==> src/rtl/jtag_pkg.sv <==
// jtag_pkg: TAP state encodings, next-state function and IR capture constant
package jtag_pkg;

    typedef enum logic [3:0] {
        Exit2Dr        = 4'h0,
        Exit1Dr        = 4'h1,
        ShiftDr        = 4'h2,
        PauseDr        = 4'h3,
        SelectIr       = 4'h4,
        UpdateDr       = 4'h5,
        CaptureDr      = 4'h6,
        SelectDr       = 4'h7,
        Exit2Ir        = 4'h8,
        Exit1Ir        = 4'h9,
        ShiftIr        = 4'hA,
        PauseIr        = 4'hB,
        RunTestIdle    = 4'hC,
        UpdateIr       = 4'hD,
        CaptureIr      = 4'hE,
        TestLogicReset = 4'hF
    } tap_state_e;

    localparam logic [1:0] IrCaptureValue = 2'b01;

    function automatic tap_state_e tap_next_state(input tap_state_e state, input logic tms);
        tap_next_state = TestLogicReset;
        case (state)
            TestLogicReset: tap_next_state = tms ? TestLogicReset : RunTestIdle;
            RunTestIdle:    tap_next_state = tms ? SelectDr : RunTestIdle;
            SelectDr:       tap_next_state = tms ? SelectIr : CaptureDr;
            CaptureDr:      tap_next_state = tms ? Exit1Dr : ShiftDr;
            ShiftDr:        tap_next_state = tms ? Exit1Dr : ShiftDr;
            Exit1Dr:        tap_next_state = tms ? UpdateDr : PauseDr;
            PauseDr:        tap_next_state = tms ? Exit2Dr : PauseDr;
            Exit2Dr:        tap_next_state = tms ? UpdateDr : ShiftDr;
            UpdateDr:       tap_next_state = tms ? SelectDr : RunTestIdle;
            SelectIr:       tap_next_state = tms ? TestLogicReset : CaptureIr;
            CaptureIr:      tap_next_state = tms ? Exit1Ir : ShiftIr;
            ShiftIr:        tap_next_state = tms ? Exit1Ir : ShiftIr;
            Exit1Ir:        tap_next_state = tms ? UpdateIr : PauseIr;
            PauseIr:        tap_next_state = tms ? Exit2Ir : PauseIr;
            Exit2Ir:        tap_next_state = tms ? UpdateIr : ShiftIr;
            UpdateIr:       tap_next_state = tms ? SelectDr : RunTestIdle;
        endcase
    endfunction

endpackage

==> src/rtl/jtag_tap_fsm.sv <==
// jtag_tap_fsm: 16-state TAP state register with one-hot state decodes
module jtag_tap_fsm
    import jtag_pkg::*;
(
    input  logic       tck_i,
    input  logic       trst_ni,
    input  logic       tms_i,
    output logic [3:0] tap_state_o,
    output logic       reset_next_o,
    output logic       capture_dr_o,
    output logic       shift_dr_o,
    output logic       update_dr_o,
    output logic       capture_ir_o,
    output logic       shift_ir_o,
    output logic       update_ir_o
);

    tap_state_e state_q, state_d;

    always_comb begin
        state_d = tap_next_state(state_q, tms_i);
    end

    always_ff @(posedge tck_i or negedge trst_ni) begin
        if (!trst_ni) state_q <= TestLogicReset;
        else          state_q <= state_d;
    end

    assign tap_state_o  = state_q;
    assign reset_next_o = state_d == TestLogicReset;
    assign capture_dr_o = state_q == CaptureDr;
    assign shift_dr_o   = state_q == ShiftDr;
    assign update_dr_o  = state_q == UpdateDr;
    assign capture_ir_o = state_q == CaptureIr;
    assign shift_ir_o   = state_q == ShiftIr;
    assign update_ir_o  = state_q == UpdateIr;

endmodule

==> src/rtl/jtag_tap_ctrl.sv <==
// jtag_tap_ctrl: IEEE 1149.1 TAP with IR, IDCODE, BYPASS, a user DR port
// and a negedge-registered TDO stage.
module jtag_tap_ctrl
    import jtag_pkg::*;
#(
    parameter int unsigned        IrWidth     = 5,
    parameter logic [31:0]        IdcodeValue = 32'h0000_0001,
    parameter logic [IrWidth-1:0] IdcodeIr    = IrWidth'('h01),
    parameter logic [IrWidth-1:0] UserIr      = IrWidth'('h11)
) (
    input  logic               tck_i,
    input  logic               trst_ni,
    input  logic               tms_i,
    input  logic               tdi_i,
    output logic               tdo_o,
    output logic               tdo_oe_o,
    output logic [3:0]         tap_state_o,
    output logic [IrWidth-1:0] ir_o,
    output logic               user_capture_o,
    output logic               user_shift_o,
    output logic               user_update_o,
    output logic               user_tdi_o,
    input  logic               user_tdo_i
);

    logic reset_next, capture_dr, shift_dr, update_dr, capture_ir, shift_ir, update_ir;
    logic [IrWidth-1:0] ir_q, ir_d, ir_shift_q, ir_shift_d;
    logic [31:0] idcode_q, idcode_d;
    logic bypass_q, bypass_d, tdo_q, tdo_d, tdo_oe_q, tdo_oe_d;
    logic sel_idcode, sel_user;

    jtag_tap_fsm u_fsm (
        .tck_i        (tck_i),
        .trst_ni      (trst_ni),
        .tms_i        (tms_i),
        .tap_state_o  (tap_state_o),
        .reset_next_o (reset_next),
        .capture_dr_o (capture_dr),
        .shift_dr_o   (shift_dr),
        .update_dr_o  (update_dr),
        .capture_ir_o (capture_ir),
        .shift_ir_o   (shift_ir),
        .update_ir_o  (update_ir)
    );

    assign sel_idcode = ir_q == IdcodeIr;
    assign sel_user   = ir_q == UserIr;

    // ir is forced to IDCODE on the edge that enters TestLogicReset, so it already
    // reads IDCODE while the state does.
    always_comb begin
        ir_shift_d = capture_ir ? IrWidth'(IrCaptureValue)
                   : shift_ir   ? {tdi_i, ir_shift_q[IrWidth-1:1]}
                   : ir_shift_q;
        ir_d       = reset_next ? IdcodeIr : update_ir ? ir_shift_q : ir_q;
        idcode_d   = (capture_dr && sel_idcode) ? IdcodeValue
                   : shift_dr ? {tdi_i, idcode_q[31:1]}
                   : idcode_q;
        bypass_d   = capture_dr ? 1'b0 : shift_dr ? tdi_i : bypass_q;
        tdo_oe_d   = shift_ir | shift_dr;
        tdo_d      = shift_ir   ? ir_shift_q[0]
                   : !shift_dr  ? 1'b0
                   : sel_idcode ? idcode_q[0]
                   : sel_user   ? user_tdo_i
                   : bypass_q;
    end

    always_ff @(posedge tck_i or negedge trst_ni) begin
        if (!trst_ni) begin
            ir_q       <= IdcodeIr;
            ir_shift_q <= '0;
            idcode_q   <= '0;
            bypass_q   <= 1'b0;
        end else begin
            ir_q       <= ir_d;
            ir_shift_q <= ir_shift_d;
            idcode_q   <= idcode_d;
            bypass_q   <= bypass_d;
        end
    end

    always_ff @(negedge tck_i or negedge trst_ni) begin
        if (!trst_ni) begin
            tdo_q    <= 1'b0;
            tdo_oe_q <= 1'b0;
        end else begin
            tdo_q    <= tdo_d;
            tdo_oe_q <= tdo_oe_d;
        end
    end

    assign tdo_o          = tdo_q;
    assign tdo_oe_o       = tdo_oe_q;
    assign ir_o           = ir_q;
    assign user_capture_o = capture_dr & sel_user;
    assign user_shift_o   = shift_dr & sel_user;
    assign user_update_o  = update_dr & sel_user;
    assign user_tdi_o     = tdi_i;

endmodule
==> config.mk <==
export PLATFORM = sky130hd
export DESIGN_NAME = jtag_tap_ctrl
export DESIGN_NICKNAME = d
export VERILOG_FILES = /design/src/rtl/jtag_pkg.sv /design/src/rtl/jtag_tap_fsm.sv /design/src/rtl/jtag_tap_ctrl.sv
export SDC_FILE = /design/constraint.sdc
export NUM_CORES = 1
export LEC_CHECK = 0
export CAP_MARGIN = 20
export CORE_MARGIN = 2
export CORE_UTILIZATION = 23
export CTS_CLUSTER_SIZE = 8
export DETAILED_ROUTE_END_ITERATION = 10
export GPL_ROUTABILITY_DRIVEN = 0
export GPL_TIMING_DRIVEN = 0
export PLACE_DENSITY = 0.5
export SYNTH_ARGS = -nofsm -noshare
export SYNTH_HDL_FRONTEND = slang
export SYNTH_HIERARCHICAL = 1
export SYNTH_SLANG_ARGS = --single-unit
==> constraint.sdc <==
create_clock -name tck_i -period 2.1 [get_ports tck_i]
set_input_delay 0.42 -clock tck_i [delete_from_list [all_inputs] [get_ports tck_i]]
set_output_delay 0.42 -clock tck_i [all_outputs]
set_load 0.05 [all_outputs]
Word-level counts from Yosys, hierarchy flattened. Index checks and enable logic that the tools add are counted.

Register bits after elaboration: 49. Input port bits: 5. Output and inout bits: 15. Word-level logic and storage cells: 63.

Equal/unequal tests: 18. Multiplexer cells: 25. Bitwise gates (word level): 4. Reductions and logical operators: 9.

Operators by type and width (number): 32-bit 2-to-1 mux (2); 4-bit case mux with 12 select lines (1); 4-bit equality test (second input constant) (9); 5-bit 2-to-1 mux (4); 4-bit by 3-bit equality test with 1-bit output (second input constant) (4); 2-bit 2-to-1 mux (6); 3-bit 2-to-1 mux (4); 4-bit by 2-bit equality test with 1-bit output (second input constant) (2); 2-bit nonzero test (4); 1-bit 2-to-1 mux (7); 5-bit by 1-bit equality test with 1-bit output (second input constant) (1); 5-bit equality test (second input constant) (1); 4-bit by 1-bit equality test with 1-bit output (second input constant) (1); 4-bit logical NOT (1); 4-bit 2-to-1 mux (1); 2-bit OR reduction (2); 1-bit bitwise AND (3); 3-bit OR reduction (1); 1-bit logical AND (1); 1-bit bitwise OR (1).

Longest topological paths before layout. Gate-level depths: netlist of run 1.

Depth after elaboration: 5. Mapped depth: 7. Mapped depth without buffers: 4.

Cells and area by module. The synthesis of run 1 kept the hierarchy.

Modules (own cells, without submodules): jtag_tap_ctrl (times used 1, cells each 154, area each 1934.4 sq um, sequential area each 1127.3 sq um); jtag_tap_fsm (times used 1, cells each 33, area each 285.3 sq um, sequential area each 105.1 sq um).

==> results by group, run 1 <==
STA
  – Clock Skews: 0.00668 ns
  – Hold Vio Cnt, Final: 0
  – Final worst slack: -0.317 ns
  – Hold_ws: 0.0540 ns
  – Max transition margin: 66.4%
  – Setup violations, final: 7
  – RSZ-0062 raised after global routing: yes
  – Slew @ Worst Pin: 0.503 ns
  – Max Slew Vio Count: 0

Synthesis
  – Cell area after synthesis: 2220 um2
  – Leading area contributor after synthesis: dfrtp_1
  – Top cell type's share of synthesized area: 47.4%
  – Library cells used by synthesis: 37
  – Post-synth EDFFs: 0
  – Syn Inst Count: 187
  – Top cells by count, synth: dfrtp_1, mux2i_1, nor2_1, nor2_2
  – Count leader, synth: dfrtp_1
  – Predominant post-synthesis flop cell: dfrtp_1
  – Seq/Total Area, Yosys: 55.5%
  – Yosys warns: 6
  – Syn_area_per_cell: 11.9 um2
  – Synth Register Bits: 49
  – Syn_nets: 192
  – Synth top area cells: dfrtp_1, mux2i_1, dfstp_2
  – Post-synth ARST share: 100%

Clock network
  – Clock Tree Buf Depth: 2
  – H-tree depth: 2
  – Clock sink total: 49
  – Clock buffer count from CTS: 5
  – CTS tree: yes
  – Clk slew on worst S/H paths: 0.09 ns
  – Clock root cell: clkbuf_8
  – Hold-fix buffers at CTS: 0
  – Clock latency on the worst-skew pair: 0.30 ns

Detailed routing
  – Routed wl met2: 1740 um
  – Via Count: 1434
  – # DRC: 0
  – Met3 WL: 159 um
  – Overall routed net length: 4140 um
  – Antenna Violating Nets Remaining: 0
  – Vias/cell: 3.92
  – DR WL/cell: 11.3 um
  – DRT met1 WL: 2170 um
  – DRT Pass-1 Iters: 4
  – Initial drt markers: 26
  – Highest Signal Layer: met4

Worst setup path
  – Critical path data arrival time: 1.51 ns
  – Internal reg-to-reg setup slack: -0.32 ns
  – Crit path max-delay cell type: dfstp_2
  – Worst setup path start: u_fsm/tap_state_o[1]
  – R2r endpoint: tdo_o
  – CP top delay family: flip-flops
  – CP cell instances: buf_6 > nand2b_4 > nor3b_4 > nand2b_1 > o21ai_1
  – CP startpoint kind: flop
  – Critical path peak fanout: 4
  – Critical Path Max Stage Delay: 0.54 ns
  – R2R Path Start: u_fsm/tap_state_o[1]
  – Worst EP required: 1.20 ns
  – CP bufs+invs: 1
  – Worst setup path endpoint: tdo_o
  – Crit Path Class: reg2reg
  – FF-to-FF path depth: 5
  – Worst setup EP type: flop
  – Number of cells on the critical path: 5

Outcome
  – Outcome: finished, violations left
  – Failing checks: setup timing

Layout
  – Register Area: 1240 um2
  – Filler cells: 994
  – Finished Cell Area: 2980 um2
  – Share of layout cells above drive strength 1: 33.8%
  – Area growth, synth to finish: 34.2%
  – Non-Filler Instances: 366
  – Area occupied by multi-input gates: 932 um2
  – Fin nets: 241
  – Ant. Diodes: 0

Power and ir drop
  – LEAKAGE: 1.39 nW
  – Clk network pwr share: 15.1%
  – Power Density: 1220 nW/um2
  – P_sw: 1.40 mW
  – Peak supply drop: 0.000341 V
  – Cell-internal power: 2.25 mW
  – Combinational Power Share: 48.3%
  – Switching share of total power: 38.3%
  – Sequential power share: 36.7%

Floorplanning
  – Core area: 9280 um2
  – Die area: 10500 um2
  – Starting density of the core: 23.9%
  – # rows: 35
  – Die width: 102 um
  – Die Ht: 102 um
  – Boundary pin count: 20

Place
  – Dpl hpwl: 2730 um
  – Post-Place Cells: 336
  – Port Buffers: 19
  – Pre-CTS setup slack: -0.691 ns
  – Dpl cell area: 2640 um2

GRT
  – Vias in the first global route: 1410
  – Gr ovfl total: 0
  – First-pass GRT wire length: 6980 um
  – Antenna violations before repair: 0
  – Gr usage total: 8.58%
  – Largest net degree at the start of global routing: 32

Hold path
  – Worst min path class: in2async

Flow run
  – Max cap viols: 0
[state kept, by name, summed over array words and instances (netlist names)]
name and flops:
bypass_q 1, idcode_q 32, ir_o 5, tdo_oe_o 1
ir_shift_q 5, tdo_o 1, u_fsm/tap_state_o 4
[cell type report]
| class | count | share of cell area (%) |
|---|---|---|
| Multi-Input combinational cell | 121 | 31.3 |
| Clock inverter | 1 | 0.252 |
| Tap cell | 129 | 5.42 |
| Sequential cell | 49 | 41.5 |
| Timing Repair Buffer | 44 | 14.2 |
| Buffer | 12 | 4.24 |
| Clock buffer | 7 | 2.56 |
| Inverter | 3 | 0.462 |
[power by group through the flow]
stage          combinational [mW]  clock [mW]  sequential, mW
2_1_floorplan               0.800           0            1.63
3_3_place_gp                 1.43           0            1.36
3_5_place_dp                 1.44           0            1.36
4_1_cts                      1.58       0.578            1.34
5_1_grt                      1.88       0.603            1.38
6_report                     1.76       0.548            1.34
[metrics by stage]
stage	power, mW	utilization (%)	TNS, ns
after CTS	3.50	30.4	-1.57
after global routing	3.86	32.1	-1.73
after detailed placement	2.80	28.4	-3.82
final	3.64	32.1	-1.31
after floorplan	2.43	-	-1.32
after global placement	2.80	28.3	-47.71
[kinds of logic (layout without fill, tap and decap cells)]
logic type,after synthesis,count (layout),synth area share (%)
multiplexers,41,41,18.6
flip-flops,49,49,55.5
AND/OR/NAND/NOR,65,65,15.7
AO/OA/AOI/OAI,15,15,4.68
buffers and inverters,17,67,5.47
[how the worst min path moves through the flow]
stage                            from       endpoint  slack, ns  cells after the start
final                         trst_ni   idcode_q[13]       0.05                      1
after global routing          trst_ni  ir_shift_q[3]       0.07                      1
after CTS                     trst_ni   idcode_q[13]       0.06                      1
after detailed placement      trst_ni  ir_shift_q[3]       0.40                      1
after global placement    idcode_q[1]    idcode_q[0]       0.50                      1
after floorplan               trst_ni       bypass_q       0.12                      0
[layer usage]
metal	vias to the layer above	global-route usage, %
met5	-	0
met4	0	3.38
met3	6	2.67
met2	22	12.8
met1	680	11.7
li1	726	-
[cell usage in the layout (no fill, tap or decap), drive strengths merged, types with 4 or more instances in the layout]
cell type,netlist,final
clkbuf,3,9
dfstp,5,5
nor2,39,39
dfrtp,42,42
buf,11,42
nand2b,4,4
dlymetal6s2s,0,4
mux2i,39,39
nor2b,4,4
clkdlybuf4s50,0,6
nand2,5,5
[timing repair]
item,CTS,global route
buffers inserted,9,15
gates resized for setup,40,19
pin swaps,3,5
endpoints found under the hold margin,0,0
setup endpoints to repair,9,10
(Power assumes the default switching activity.)
==> inputs of run 2 (changes only) <==
ABC_CLOCK_PERIOD_IN_PS = 2100   (was not set)
==> results of run 2 <==
Same layout as run 1: the final DEF is identical, and so are final timing and power.
==> inputs of run 3 (changes only) <==
REMOVE_ABC_BUFFERS = 1   (was not set)
==> run 3 against run 2 <==
Effect of this change: the run still ends with setup timing left; power is 0.15% lower; final area shrank 1.7%; non-clock buffer count decreased by 8; sequential share of layout area up 0.58 points.
==> results by group, run 3 (synthesis gave the netlist of run 1 again) <==
GRT
  – Gr ovfl total: 0
  – First-pass GRT wire length: 7260 um
  – Antenna violations before repair: 0
  – Largest net degree at the start of global routing: 29
  – Gr usage total: 9.00%
  – Vias in the first global route: 1449

Outcome
  – Failing checks: setup timing
  – Outcome: finished, violations left

Detailed routing
  – Met3 WL: 163 um
  – DR WL/cell: 12.3 um
  – Initial drt markers: 63
  – DRT met1 WL: 2210 um
  – Routed wl met2: 1970 um
  – Antenna Violating Nets Remaining: 0
  – # DRC: 0
  – Vias/cell: 4.11
  – Highest Signal Layer: met4
  – Via Count: 1470
  – Overall routed net length: 4410 um
  – DRT Pass-1 Iters: 4

Power and ir drop
  – Final Power: 3.64 mW
  – Power Density: 1240 nW/um2
  – LEAKAGE: 1.34 nW
  – Peak supply drop: 0.000463 V

Clock network
  – Clk slew on worst S/H paths: 0.10 ns
  – Clock sink total: 49
  – Clock buffer count from CTS: 5
  – CTS tree: yes
  – Clock Tree Buf Depth: 2
  – Hold-fix buffers at CTS: 0
  – Clock latency on the worst-skew pair: 0.30 ns
  – Clock root cell: clkbuf_8
  – H-tree depth: 2

Layout
  – Most frequent cells in the layout: dfrtp_1, mux2i_1, nor2_1
  – Non-Filler Instances: 358
  – Biggest register: idcode_q
  – Max reg flops: 32
  – Area growth, synth to finish: 31.9%
  – Most common cell after layout, fill and taps aside: dfrtp_1
  – Share of layout cells above drive strength 1: 33.6%
  – Fin nets: 233
  – Ant. Diodes: 0

Worst setup path
  – Critical path peak fanout: 2
  – Worst setup EP type: flop
  – Crit path max-delay cell type: dfstp_2
  – Critical path data arrival time: 1.45 ns
  – CP bufs+invs: 0
  – Worst setup path start: ir_o[0]
  – Worst EP required: 1.20 ns
  – CP startpoint kind: flop
  – R2R Path Start: ir_o[0]
  – Critical Path Max Stage Delay: 0.55 ns
  – CP cell instances: nor4b_4 > mux2i_1 > o21ai_2
  – Crit Path Class: reg2reg
  – CP top delay family: flip-flops

STA
  – RSZ-0062 raised after global routing: yes
  – Max transition margin: 54.4%
  – Hold_ws: 0.149 ns
  – Max Slew Vio Count: 0
  – Hold Vio Cnt, Final: 0
  – Clock Skews: 0.0122 ns
  – Setup violations, final: 4
  – Final worst slack: -0.256 ns
  – Setup TNS Final: -0.962 ns
  – Slew @ Worst Pin: 0.683 ns

Floorplanning
  – Die width: 102 um
  – # rows: 35
  – Core area: 9280 um2
  – Die Ht: 102 um
  – Starting density of the core: 23.9%
  – Boundary pin count: 20
  – Die area: 10500 um2

Place
  – Post-Place Cells: 327
  – Port Buffers: 19
  – Dpl hpwl: 2710 um

Hold path
  – Worst min path class: in2async

Flow run
  – Max cap viols: 0
-- run 3: per-stage QoR --
step                instance area (um2)  setup WS [ns]  utilization (%)
finish                             2930         -0.256             31.5
global route                       2930         -0.318             31.5
CTS                                2850         -0.302             30.6
detailed placement                 2560          -1.30             27.6
global placement                   2460          -5.15             26.5
floorplan                          2110          -3.56                -
-- run 3: path summary, 6_finish.rpt --
| path | to | cells past startpoint | slack (ns) |
|---|---|---|---|
| setup / recovery | tdo_o | 3 | -0.26 |
| hold / removal | ir_shift_q[0] | 1 | 0.15 |
| setup reg to reg | tdo_o | 3 | -0.26 |
| hold reg to reg | idcode_q[0] | 1 | 0.51 |
| max in group asynchronous | tdo_oe_o | 1 | 0.54 |
| min in group tck_i | idcode_q[0] | 1 | 0.51 |
-- run 3: final cells by class --
type | instances | area (um2)
Timing Repair Buffer | 48 | 489
Inverter | 3 | 11.3
Fill cell | 984 | 6360
Clock buffer | 6 | 82.6
Clock inverter | 2 | 13.8
Tap cell | 129 | 161
Sequential cell | 49 | 1230
Multi-Input combinational cell | 121 | 937
-- run 3: metal layers --
metal	vias up	global-route usage [%]
li1	712	-
met1	721	12.1
met2	29	13.6
met3	8	2.60
met4	0	3.69
met5	-	0
-- run 3: report_power, final --
group / switching, mW / internal [mW] / total (mW)
combinational: 0.922 / 0.766 / 1.69
clock: 0.314 / 0.268 / 0.582
sequential: 0.186 / 1.18 / 1.37
-- run 3: timing repair --
item / in CTS / in global routing
setup buffers: 16 / 8
pin swaps: 6 / 7
endpoints found under the setup margin: 50 / 13
gates resized for setup: 58 / 11
